==> src/rtl/memory_access_stage_if.sv <==
// memory_access_stage_if: req/ack data-memory port between the MEM stage and data memory.
interface memory_access_stage_if;
    logic        dmem_req;
    logic        dmem_we;
    logic [31:0] dmem_addr;
    logic [3:0]  dmem_be;
    logic [31:0] dmem_wdata;
    logic [31:0] dmem_rdata;
    logic        dmem_ack;

    modport master (
        output dmem_req, dmem_we, dmem_addr, dmem_be, dmem_wdata,
        input  dmem_rdata, dmem_ack
    );

    modport slave (
        input  dmem_req, dmem_we, dmem_addr, dmem_be, dmem_wdata,
        output dmem_rdata, dmem_ack
    );
endinterface

==> src/rtl/memory_access_stage.sv <==
// memory_access_stage: MIPS MEM stage; registers execute results, runs loads/stores over a
// req/ack port with lane steering and extension, and stalls upstream while an access is pending.
module memory_access_stage #(
    parameter int TIMEOUT = 15
) (
    input  logic                  clk,
    input  logic                  reset,
    input  logic [7:0]            bundle_in,
    input  logic [31:0]           pc_seq_in,
    input  logic [31:0]           alu_in,
    input  logic [31:0]           reg_read2_in,
    input  logic [4:0]            reg_write_dest_in,
    output logic                  stall_out,
    memory_access_stage_if.master dmem,
    output logic [3:0]            bundle_out,
    output logic [31:0]           pc_seq_out,
    output logic [31:0]           alu_out,
    output logic [31:0]           load_data_out,
    output logic [4:0]            reg_write_dest_out,
    output logic                  addr_err_out,
    output logic                  bus_err_out
);
    localparam logic [0:0]  IDLE = 1'b0;
    localparam logic [0:0]  WAIT = 1'b1;
    localparam logic [31:0] LAST = 32'(TIMEOUT - 1);

    logic [7:0]  bundle_q;
    logic [31:0] pc_q, alu_q, data_q, cnt, cur, ext;
    logic [4:0]  dest_q;
    logic [0:0]  state;
    logic        valid_q, mem_wr, mem_op, is_word, is_half, unsigned_ld;
    logic        misalign, req, ack, abort, stall, done, load_done;
    logic [1:0]  off;
    logic [7:0]  ld_byte;
    logic [15:0] ld_half;

    assign mem_wr      = bundle_q[1];
    assign mem_op      = bundle_q[0] | mem_wr;
    assign is_word     = bundle_q[5];
    assign is_half     = bundle_q[5:4] == 2'b01;
    assign unsigned_ld = bundle_q[6];
    assign off         = alu_q[1:0];
    assign misalign    = mem_op & (is_word ? |off : is_half & off[0]);
    assign req         = state == WAIT | (mem_op & ~misalign);
    assign ack         = req & dmem.dmem_ack;
    // cur counts request cycles already spent, so abort lands on the TIMEOUT-th req cycle
    assign cur         = state == WAIT ? cnt : '0;
    assign abort       = req & ~dmem.dmem_ack & (TIMEOUT != 0) & cur == LAST;
    assign stall       = req & ~ack & ~abort;
    assign done        = valid_q & ~stall;
    assign load_done   = ack & bundle_q[0] & ~mem_wr;

    always_ff @(posedge clk or negedge reset) begin
        if (!reset) begin
            bundle_q <= '0;
            pc_q     <= '0;
            alu_q    <= '0;
            data_q   <= '0;
            dest_q   <= '0;
            valid_q  <= 1'b0;
            state    <= IDLE;
            cnt      <= '0;
        end else begin
            if (!stall) begin
                bundle_q <= bundle_in;
                pc_q     <= pc_seq_in;
                alu_q    <= alu_in;
                data_q   <= reg_read2_in;
                dest_q   <= reg_write_dest_in;
                valid_q  <= 1'b1;
            end
            state <= stall ? WAIT : IDLE;
            cnt   <= stall ? cur + 32'd1 : '0;
        end
    end

    assign ld_byte = dmem.dmem_rdata[{off, 3'b000} +: 8];
    assign ld_half = off[1] ? dmem.dmem_rdata[31:16] : dmem.dmem_rdata[15:0];
    assign ext     = is_word ? dmem.dmem_rdata
                   : is_half ? {{16{~unsigned_ld & ld_half[15]}}, ld_half}
                   : {{24{~unsigned_ld & ld_byte[7]}}, ld_byte};

    assign dmem.dmem_req   = req;
    assign dmem.dmem_we    = req & mem_wr;
    assign dmem.dmem_addr  = {alu_q[31:2], 2'b00};
    assign dmem.dmem_be    = ~req ? 4'b0000 : is_word ? 4'b1111
                           : is_half ? (off[1] ? 4'b1100 : 4'b0011) : 4'b0001 << off;
    assign dmem.dmem_wdata = is_word ? data_q : is_half ? {2{data_q[15:0]}} : {4{data_q[7:0]}};

    assign stall_out          = stall;
    assign bundle_out         = {bundle_q[7] & done, bundle_q[3] & done,
                                 bundle_q[2] & done & ~misalign & ~abort, done};
    assign pc_seq_out         = pc_q;
    assign alu_out            = alu_q;
    assign reg_write_dest_out = dest_q;
    assign load_data_out      = load_done ? ext : '0;
    assign addr_err_out       = valid_q & misalign;
    assign bus_err_out        = abort;
endmodule
==> src/flat_wrapper.sv <==
// flat-port wrapper written by rule: the top's interface ports become plain ports
module memory_access_stage_flat 
#(
    parameter int TIMEOUT = 15
)
  (clk, reset, bundle_in, pc_seq_in, alu_in, reg_read2_in, reg_write_dest_in, stall_out, bundle_out, pc_seq_out, alu_out, load_data_out, reg_write_dest_out, addr_err_out, bus_err_out, dmem_dmem_req, dmem_dmem_we, dmem_dmem_addr, dmem_dmem_be, dmem_dmem_wdata, dmem_dmem_rdata, dmem_dmem_ack);
  memory_access_stage_if dmem_i ();
  input  logic clk;
  input  logic reset;
  input  logic [7:0] bundle_in;
  input  logic [31:0] pc_seq_in;
  input  logic [31:0] alu_in;
  input  logic [31:0] reg_read2_in;
  input  logic [4:0] reg_write_dest_in;
  output logic stall_out;
  output logic [3:0] bundle_out;
  output logic [31:0] pc_seq_out;
  output logic [31:0] alu_out;
  output logic [31:0] load_data_out;
  output logic [4:0] reg_write_dest_out;
  output logic addr_err_out;
  output logic bus_err_out;
  output wire logic [$bits(dmem_i.dmem_req)-1:0] dmem_dmem_req;
  output wire logic [$bits(dmem_i.dmem_we)-1:0] dmem_dmem_we;
  output wire logic [$bits(dmem_i.dmem_addr)-1:0] dmem_dmem_addr;
  output wire logic [$bits(dmem_i.dmem_be)-1:0] dmem_dmem_be;
  output wire logic [$bits(dmem_i.dmem_wdata)-1:0] dmem_dmem_wdata;
  input wire logic [$bits(dmem_i.dmem_rdata)-1:0] dmem_dmem_rdata;
  input wire logic [$bits(dmem_i.dmem_ack)-1:0] dmem_dmem_ack;
  assign dmem_dmem_req = dmem_i.dmem_req;
  assign dmem_dmem_we = dmem_i.dmem_we;
  assign dmem_dmem_addr = dmem_i.dmem_addr;
  assign dmem_dmem_be = dmem_i.dmem_be;
  assign dmem_dmem_wdata = dmem_i.dmem_wdata;
  assign dmem_i.dmem_rdata = dmem_dmem_rdata;
  assign dmem_i.dmem_ack = dmem_dmem_ack;
  memory_access_stage #(.TIMEOUT(TIMEOUT)) u_core (.clk(clk), .reset(reset), .bundle_in(bundle_in), .pc_seq_in(pc_seq_in), .alu_in(alu_in), .reg_read2_in(reg_read2_in), .reg_write_dest_in(reg_write_dest_in), .stall_out(stall_out), .dmem(dmem_i), .bundle_out(bundle_out), .pc_seq_out(pc_seq_out), .alu_out(alu_out), .load_data_out(load_data_out), .reg_write_dest_out(reg_write_dest_out), .addr_err_out(addr_err_out), .bus_err_out(bus_err_out));
endmodule
==> config.mk <==
export PLATFORM = sky130hd
export DESIGN_NAME = memory_access_stage_flat
export DESIGN_NICKNAME = d
export VERILOG_FILES = /design/src/rtl/memory_access_stage_if.sv /design/src/rtl/memory_access_stage.sv /design/src/flat_wrapper.sv
export SDC_FILE = /design/constraint.sdc
export NUM_CORES = 1
export LEC_CHECK = 0
export ABC_AREA = 1
export BUFFER_PORTS_ARGS = -buffer_cell sky130_fd_sc_hd__buf_4
export CORE_MARGIN = 5
export CORE_UTILIZATION = 53
export CTS_BUF_LIST = sky130_fd_sc_hd__clkbuf_8 sky130_fd_sc_hd__clkbuf_16
export CTS_CLUSTER_DIAMETER = 150
export DETAILED_ROUTE_END_ITERATION = 10
export GPL_TIMING_DRIVEN = 0
export PLACE_DENSITY = 0.86
export SYNTH_ARGS = -nofsm -noshare
export SYNTH_HDL_FRONTEND = slang
export SYNTH_SLANG_ARGS = --single-unit
==> constraint.sdc <==
create_clock -name clk -period 4.5 [get_ports clk]
set_input_delay 0.45 -clock clk [delete_from_list [all_inputs] [get_ports clk]]
set_output_delay 0.45 -clock clk [all_outputs]
set_load 0.01 [all_outputs]
## After elaboration in Yosys (flattened, before gate mapping)

Cells that the tools add are included.

| cells by class | value |
|---|---|
| add/subtract/negate cells | 1 |
| eq/ne operators | 2 |
| shift operators | 2 |
| muxes and demuxes | 14 |
| bitwise operators | 29 |
| reductions and logical operators | 1 |

Operator list:

| kind | number |
|---|---|
| two-way mux 32 bit | 7 |
| adder 32 x 1 -> 32 bit (second input constant) | 1 |
| == test 32 x 4 -> 1 bit (second input constant) | 1 |
| variable part select 32 x 6 -> 8 bit | 1 |
| bitwise AND 1 bit | 20 |
| two-way mux 16 bit | 1 |
| two-way mux 4 bit | 4 |
| NOT 1 bit | 7 |
| << shifter 1 x 2 -> 4 bit (first input constant) | 1 |
| == test 2 x 1 -> 1 bit (second input constant) | 1 |
| two-way mux 1 bit | 2 |
| bitwise OR 1 bit | 2 |
| OR reduction 2 bit | 1 |

| storage, ports and cells | value |
|---|---|
| register bits | 143 |
| input port bits | 144 |
| output and inout port bits | 178 |
| word-level logic and storage cells | 57 |

## Logic depth before layout (Yosys ltp)

Gate-level depths: netlist of the first run.

| logic depth | value |
|---|---|
| depth in word-level cells | 16 |
| mapped depth | 18 |
| depth with buffers taken out | 12 |

## Worst setup path after synthesis of the first run

OpenSTA, ideal clock, no wires.

| path | value |
|---|---|
| path type | reg-to-output |
| start point | register u_core.state |
| end point | output port bundle_out[1] |
| arrival time | 2.186 ns |
| required time | 4.050 ns |
| setup slack | 1.864 ns |
| stages on the path, launching flop included | 18 |
| buffers on the path | 6 |
| path through | dfrtp_1 > buf_6 > buf_6 > buf_6 > buf_4 > buf_2 > nand2_1 > inv_1 > ha_1 > nand2_1 > nor2_1 > nand3_1 > nor2_1 > nand2_1 > nand2_2 > buf_6 > nand2_1 > nor2_1 |

| between the ends | value |
|---|---|
| longest elaborated chain between the ends | 10 |
| elaborated cells between the ends (all ways) | 15 |
| those cells by class | 1 x eq/ne; 1 x mux; 13 x bitwise |

Ends and longest elaborated chain:

| what | line | source |
|---|---|---|
| from (decl) | memory_access_stage.sv:30 | `logic [0:0] state;` |
| from (signal assigned) | memory_access_stage.sv:72 | `state <= stall ? WAIT : IDLE;` |
| two-way mux 32 bit or bitwise OR 1 bit (tied branches) | memory_access_stage.sv:47, memory_access_stage.sv:44 |  |
| == test 32 x 4 -> 1 bit, or another cell as far along | memory_access_stage.sv:48 | `assign abort = req & ~dmem.dmem_ack & (TIMEOUT != 0) & cur == LAST;` |
| bitwise AND 1 bit or NOT 1 bit (tied branches) | memory_access_stage.sv:48, memory_access_stage.sv:49 |  |
| NOT 1 bit or bitwise AND 1 bit (tied branches) | memory_access_stage.sv:49, memory_access_stage.sv:92 |  |
| bitwise AND 1 bit | memory_access_stage.sv:49 | `assign stall = req & ~ack & ~abort;` |
| NOT 1 bit | memory_access_stage.sv:50 | `assign done = valid_q & ~stall;` |
| bitwise AND 1 bit | memory_access_stage.sv:50 |  |
| bitwise AND 1 bit (2 in series) | memory_access_stage.sv:92 | `bundle_q[2] & done & ~misalign & ~abort, done};` |
| bitwise AND 1 bit * | memory_access_stage.sv:92 |  |
| to (decl) | flat_wrapper.sv:16 | `output logic [3:0] bundle_out;` |

Mark *: on every way between the ends. The rest lies on a longest branch, timed or not.

## Worst setup path in the final report of the first run

| path | value |
|---|---|
| start point | register u_core.state |
| end point | output port bundle_out[0] |

| between the ends | value |
|---|---|
| longest elaborated chain between the ends | 7 |
| elaborated cells between the ends (all ways) | 12 |
| those cells by class | 1 x eq/ne; 1 x mux; 10 x bitwise |

Ends and longest elaborated chain:

| what | line |
|---|---|
| two-way mux 32 bit or bitwise OR 1 bit (tied branches) | memory_access_stage.sv:47, memory_access_stage.sv:44 |
| == test 32 x 4 -> 1 bit, or another cell as far along | memory_access_stage.sv:48 |
| bitwise AND 1 bit or NOT 1 bit (tied branches) | memory_access_stage.sv:48, memory_access_stage.sv:49 |
| NOT 1 bit or bitwise AND 1 bit (tied branches) | memory_access_stage.sv:49 |
| bitwise AND 1 bit * | memory_access_stage.sv:49 |
| NOT 1 bit * | memory_access_stage.sv:50 |
| bitwise AND 1 bit * | memory_access_stage.sv:50 |

Marks and branches as above.

==> results of run 1 <==
[cell usage after synthesis, types with 4 or more instances]
master    number
xnor2_1        5
nand3_1      154
o21ai_0       21
buf_2         26
nand2_2        4
clkbuf_1      11
dfrtp_1      143
buf_4         46
inv_1         74
nand2_1      444
nand3_2       10
nand4_1        7
nand3b_1       5
o211ai_1       9
buf_6         13
xor2_1        10
a21oi_1       11
nor2_1       137
[critical path, stage by stage (launching register included)]
cell and delay, ns:
dfrtp_1 0.34, buf_6 0.15, buf_6 0.16, buf_6 0.14, buf_4 0.17, buf_2 0.28, nand2_1 0.08, inv_1 0.09
ha_1 0.14, nand2_1 0.05, nor2_1 0.10, nand3_1 0.07, nor2_1 0.15, nand2_1 0.11, nand2_2 0.18, buf_6 0.22
nand2_1 0.12, inv_1 0.07, buf_4 0.09, buf_4 0.10
[cells by family (layout without fill, tap and decap cells)]
kind of cell / count (synthesis) / count (layout) / synth area share
flops: 143 / 143 / 0.440
fa+ha+maj: 2 / 2 / 0.00308
compound gates: 43 / 43 / 0.0301
xor+xnor: 15 / 15 / 0.0161
simple gates: 766 / 766 / 0.393
buf+inv: 173 / 525 / 0.117
other cells: 1 / 2 / 0.000461
[registers in the layout, summed over array words and instances (netlist names)]
register and flops:
u_core.data_q 32, u_core.cnt 32, u_core.valid_q 1, u_core.state 1
u_core.alu_out 32, u_core.pc_seq_out 32, u_core.bundle_q 8, u_core.reg_write_dest_out 5
[cell type report]
| cell class | count | area [µm²] | share of cell area |
|---|---|---|---|
| multi-input combinational | 828 | 3610 | 0.316 |
| sequential | 143 | 3580 | 0.313 |
| timing repair buffer | 320 | 2430 | 0.212 |
| buffer | 98 | 671 | 0.0587 |
| clock buffer | 19 | 453 | 0.0396 |
| inverter | 75 | 282 | 0.0246 |
| tap | 188 | 235 | 0.0206 |
| clock inverter | 13 | 176 | 0.0154 |
[power breakdown]
part / switching, µW / leakage (µW) / internal [µW] / total, µW
combinational: 1420 / 0.00436 / 1170 / 2580
clock: 583 / 0.000305 / 915 / 1500
sequential: 243 / 0.00177 / 1580 / 1820
total: 2240 / 0.00644 / 3660 / 5910
[routing by layer]
| metal | wire length [µm] | GRT usage | share of wire | vias to the layer above |
|---|---|---|---|---|
| met3 | 2500 | 0.0945 | 0.087 | 74 |
| li1 | - | - | - | 4225 |
| met2 | 14400 | 0.549 | 0.50 | 413 |
| met4 | 1200 | 0.134 | 0.042 | 0 |
| met1 | 10600 | 0.368 | 0.37 | 4089 |
| met5 | 0 | 0 | 0 | - |
[through the flow]
step / instance area (µm²) / setup WS (ns) / hold WS [ns] / util / power (µW)
after floorplan: 8140 / 1.86 / 0.154 / - / 3110
after global placement: 10800 / 1.34 / 0.466 / 0.711 / 4350
after detailed placement: 10800 / 1.28 / 0.453 / 0.713 / 4400
after CTS: 11400 / 0.812 / 0.00471 / 0.755 / 5920
after global routing: 11400 / 0.449 / 0.0240 / 0.755 / 6220
final: 11400 / 0.781 / -0.0179 / 0.755 / 5910
[worst max path at each step]
stage	from	end	slack, ns
6_report	u_core.state	bundle_out[0]	0.78
5_1_grt	u_core.state	bundle_out[0]	0.45
4_1_cts	u_core.state	bundle_out[0]	0.81
3_5_place_dp	u_core.state	bundle_out[0]	1.28
3_3_place_gp	u_core.state	bundle_out[0]	1.34
2_1_floorplan	u_core.state	bundle_out[1]	1.86
==> impl_metrics.toml, run 1 <==
[run_status]
status = "finished, violations left"
violations = "negative hold slack"

[clock_network]
post_cts_resized = 0
clk_pin_slew_ns = 0.06
cts.root.buffer_cell = "clkbuf_16"
cts-htree-levels = 4
cts.sinks = 143
clock_path_buffers = 2
tritoncts = "yes"
holdBufCountCts = 0
cts_setup_buffers = 0
clock_latency_ns = 0.43
cts_buffers = 17

[yosys]
ys_async_sr_fraction = 1.00
synth_warnings = 0
synth_seq_area_share = 0.440
ys_top_cells_by_area = "dfrtp_1 (44%), nand2_1 (20%), nand3_1 (9.5%)"
yosysUniqueCellTypes = 28
synth-main-ff-cell = "dfrtp_1"
syn_inst = 1143
synth_area_mm2 = 0.00814
syn_avg_cell_area_um2 = 7.12
yosysTopAreaCellShare = 0.440
synth_edf_count = 0
yosysTopAreaCell = "dfrtp_1"
synth_seq_cells = 143

[timing]
timing.hold.ws_ns = -0.0179
period_needed_ns = 3.72
clock_skew_ns = 0.00779
slew_headroom = 0.601
finalSetupViolCount = 0
hold_violations = 8
worstMarginPinSlew_ns = 0.596
rsz0062_at_grt = "no"
fmax_ghz = 0.269
finalCritPeriodShare = 0.826
maxSlewViolCount = 0
fin_tns_setup_ns = 0

[setup_path]
reg2reg_to = "u_core.cnt[18]"
regToRegSetupSlack_ns = 1.64
cp.required_ns = 4.05
cp_max_fo = 10
worstReg2RegStart = "u_core.state"
rr_worst_depth = 17
start_kind = "flip-flop"
endpoint_kind = "output pin"
crit_arrival_ns = 3.27
worstSetupPathType = "flip-flop to output pin"

[drt]
first_pass_iters = 5
drc = 0
via_per_inst = 5.23
wire_per_inst_um = 17.1
antenna_left = 0
drt-initial-drc-count = 583
routed_wl_mm = 28.8
vias = 8801

[global_routing]
grt_pass1_wl_mm = 44.9
grt_max_degree = 85
globalRouteOverflowTotal = 0
grt_usage = 0.318
antenna_found_initial = 0
grt_pass1_vias = 8700

[finish]
antenna_cells = 0
fin_nets = 1629
layout_commonest_cell = "nand2_1"
drive_gt1_frac = 0.306
mostFrequentLayoutCells = "nand2_1 (444), buf_4 (364), nand3_1 (154), dfrtp_1 (143), nor2_1 (137)"
fin_cells = 1684
syn2layout_area_growth_pct = 40.5
fill_cells = 1140

[place]
gp_congestion = 0.959
dp.cells = 1652
port_buffers = 319
place_hpwl_mm = 22.5

[floorplan]
fp.dieH_um = 134
die-area_mm2 = 0.0179
die_width_um = 134
std_cell_rows = 45
io_pins = 322
coreArea_mm2 = 0.0151
start_util = 0.537

[flow_run]
max_cap_violations = 0

[min_path]
min_path_type = "input port to asynchronous set/reset pin"

[pwr]
vdd.ir_drop.worst_mv = 0.418
power.density_mw_per_mm2 = 517
leakage_uw = 0.00644
No activity file was read; power rests on OpenSTA's default activity.
==> run 2: changes to the inputs <==
--- a/config.mk
+++ b/config.mk
@@ -5,15 +5,15 @@
 export SDC_FILE = /design/constraint.sdc
 export NUM_CORES = 1
 export LEC_CHECK = 0
-export ABC_AREA = 1
+export ABC_AREA = 0
 export BUFFER_PORTS_ARGS = -buffer_cell sky130_fd_sc_hd__buf_4
 export CORE_MARGIN = 5
-export CORE_UTILIZATION = 53
+export CORE_UTILIZATION = 49
 export CTS_BUF_LIST = sky130_fd_sc_hd__clkbuf_8 sky130_fd_sc_hd__clkbuf_16
 export CTS_CLUSTER_DIAMETER = 150
 export DETAILED_ROUTE_END_ITERATION = 10
 export GPL_TIMING_DRIVEN = 0
-export PLACE_DENSITY = 0.86
+export PLACE_DENSITY = 0.82
 export SYNTH_ARGS = -nofsm -noshare
 export SYNTH_HDL_FRONTEND = slang
 export SYNTH_SLANG_ARGS = --single-unit
==> constraint.sdc (replaced) <==
create_clock -name clk -period 3.6 [get_ports clk]
set_input_delay 0.36 -clock clk [delete_from_list [all_inputs] [get_ports clk]]
set_output_delay 0.36 -clock clk [all_outputs]
set_load 0.01 [all_outputs]
==> impl_metrics.toml, run 2 <==
[run_status]
status = "finished, violations left"
violations = "negative hold slack"

[global_routing]
grt_pass1_vias = 6765
globalRouteOverflowTotal = 0
antenna_found_initial = 0
grt_max_degree = 80
grt_pass1_wl_mm = 37.2
grt_usage = 0.263

[timing]
period_needed_ns = 3.33
fmax_ghz = 0.301
clock_skew_ns = 0.00824
maxSlewViolCount = 0
finalCritPeriodShare = 0.924
finalSetupViolCount = 0
worstMarginPinSlew_ns = 1.01
timing.hold.ws_ns = -0.0311
hold_violations = 12
rsz0062_at_grt = "no"
fin_tns_setup_ns = 0
slew_headroom = 0.321

[pwr]
vdd.ir_drop.worst_mv = 0.339
power.density_mw_per_mm2 = 561
leakage_uw = 0.00542
finalPower_uw = 6150

[clock_network]
cts-htree-levels = 4
cts.root.buffer_cell = "clkbuf_16"
clock_latency_ns = 0.42
clock_path_buffers = 2
clk_pin_slew_ns = 0.06
tritoncts = "yes"
cts.sinks = 143
cts_buffers = 17

[yosys]
yosysUniqueCellTypes = 45
synth_seq_cells = 143
synth_edf_count = 0
synth-main-ff-cell = "dfrtp_1"
synth_area_mm2 = 0.00763
yosysTopAreaCellShare = 0.469
ys_top_cells_by_area = "dfrtp_1 (47%), mux2_4 (13%), mux2_2 (8.4%)"
syn_avg_cell_area_um2 = 11.2
synth.most_common_cell = "dfrtp_1"
ys_async_sr_fraction = 1.00
synth_seq_area_share = 0.469
synthTopCellsByCount = "dfrtp_1 (143), mux2_4 (68), nand2_1 (64), mux2_2 (57), nor2_1 (52)"
yosysTopAreaCell = "dfrtp_1"
syn_inst = 679
synth_warnings = 0

[setup_path]
crit_arrival_ns = 2.97
rr_worst_depth = 9
regToRegSetupSlack_ns = 0.72
cp_max_fo = 19
worstSetupPathType = "flip-flop to output pin"
reg2reg_to = "u_core.cnt[28]"
start_kind = "flip-flop"
worstReg2RegStart = "u_core.state"
cp.required_ns = 3.24
endpoint_kind = "output pin"

[drt]
antenna_left = 0
routed_wl_mm = 24.1
via_per_inst = 5.21
drc = 0
first_pass_iters = 5
vias = 6467
wire_per_inst_um = 19.4
drt-initial-drc-count = 266

[place]
placed_area_mm2 = 0.0103
gp_congestion = 0.896
port_buffers = 319
place_hpwl_mm = 18.4

[floorplan]
std_cell_rows = 45
io_pins = 322
die_width_um = 135
die-area_mm2 = 0.0182
coreArea_mm2 = 0.0153
fp.dieH_um = 135
start_util = 0.500

[finish]
drive_gt1_frac = 0.524
fin_nets = 1164
layout_commonest_cell = "buf_4"
fill_cells = 1104
fin_area_mm2 = 0.0110
syn2layout_area_growth_pct = 43.5
antenna_cells = 0
mostFrequentLayoutCells = "buf_4 (359), dfrtp_1 (143), mux2_4 (68), nand2_1 (64), mux2_2 (57)"
final_core_util = 0.718

[flow_run]
max_cap_violations = 0

[min_path]
min_path_type = "input port to asynchronous set/reset pin"
-- run 2: cell types whose count changed in the layout (fill, tap and decap cells not counted), sizes merged, moves of 11 or more --
cell,change
nand2,-383
nand3,-149
mux2,+125
nor2,-88
inv,-55
buf,-28
a21oi,+20
mux2i,+16
nor3,+15
xnor2,+13
o21ai,-11
-- run 2: cells by family after synthesis --
group | Yosys count | synth area share
buf+inv | 99 | 0.0782
simple gates | 198 | 0.124
compound gates | 65 | 0.0523
mux | 141 | 0.239
flops | 143 | 0.469
other cells | 1 | 0.000491
xor+xnor | 30 | 0.0344
fa+ha+maj | 2 | 0.00328
-- run 2: metrics by stage --
step	setup slack [ns]	std cells	hold slack (ns)
after global placement	0.189	1210	0.479
after global routing	0.0610	1241	0.0345
after detailed placement	0.197	1211	0.445
after floorplan	0.948	680	0.0644
after CTS	0.229	1241	0.00592
final	0.273	1241	-0.0311
-- run 2: what timing repair did --
action,4_1_cts,5_1_grt
hold buffers,0,0
setup buffers,0,0
endpoints found under the setup margin,4,2
gates resized for setup,1,1
-- run 2: layout make-up --
class	count	area, µm²	share of cell area
clock inverters	11	163	0.0148
inverters	24	90.1	0.00822
multi-input cells	438	3460	0.316
repair buffers	320	2430	0.221
flip-flops and latches	143	3580	0.327
clock buffers	20	467	0.0426
plain buffers	74	507	0.0462
well taps	211	264	0.0241
-- run 2: power by group --
group	switching (µW)	total [µW]	leakage (µW)	internal [µW]
Sequential	195	2040	0.00174	1850
Clock	666	1870	0.000309	1210
Combinational	1020	2230	0.00337	1210
Total	1880	6150	0.00542	4270
-- run 2: metal layers --
layer / share of wire / vias to the layer above / GRT usage
li1: - / 2988 / -
met1: 0.38 / 3136 / 0.315
met2: 0.51 / 303 / 0.459
met3: 0.084 / 40 / 0.0689
met4: 0.027 / 0 / 0.0894
met5: 0 / - / 0
-- run 2: worst max-delay path, stage by stage, from the launching register on --
cell and delay (ns):
dfrtp_1 0.34, clkbuf_4 0.27, clkbuf_2 0.28, and2_1 0.20, ha_1 0.15, nand4b_1 0.11
nor2_1 0.20, nand3_2 0.14, nand2_4 0.16, inv_2 0.07, buf_6 0.16, nor2b_1 0.18
and2_1 0.15, buf_4 0.12
-- run 2: how the worst max path moves through the flow --
stage | depth (start not counted) | from | to
after floorplan | 13 | u_core.state | bundle_out[2]
after global placement | 14 | u_core.state | bundle_out[2]
after detailed placement | 14 | u_core.state | bundle_out[2]
after CTS | 13 | u_core.state | bundle_out[2]
after global routing | 13 | u_core.state | bundle_out[2]
final | 13 | u_core.state | bundle_out[2]
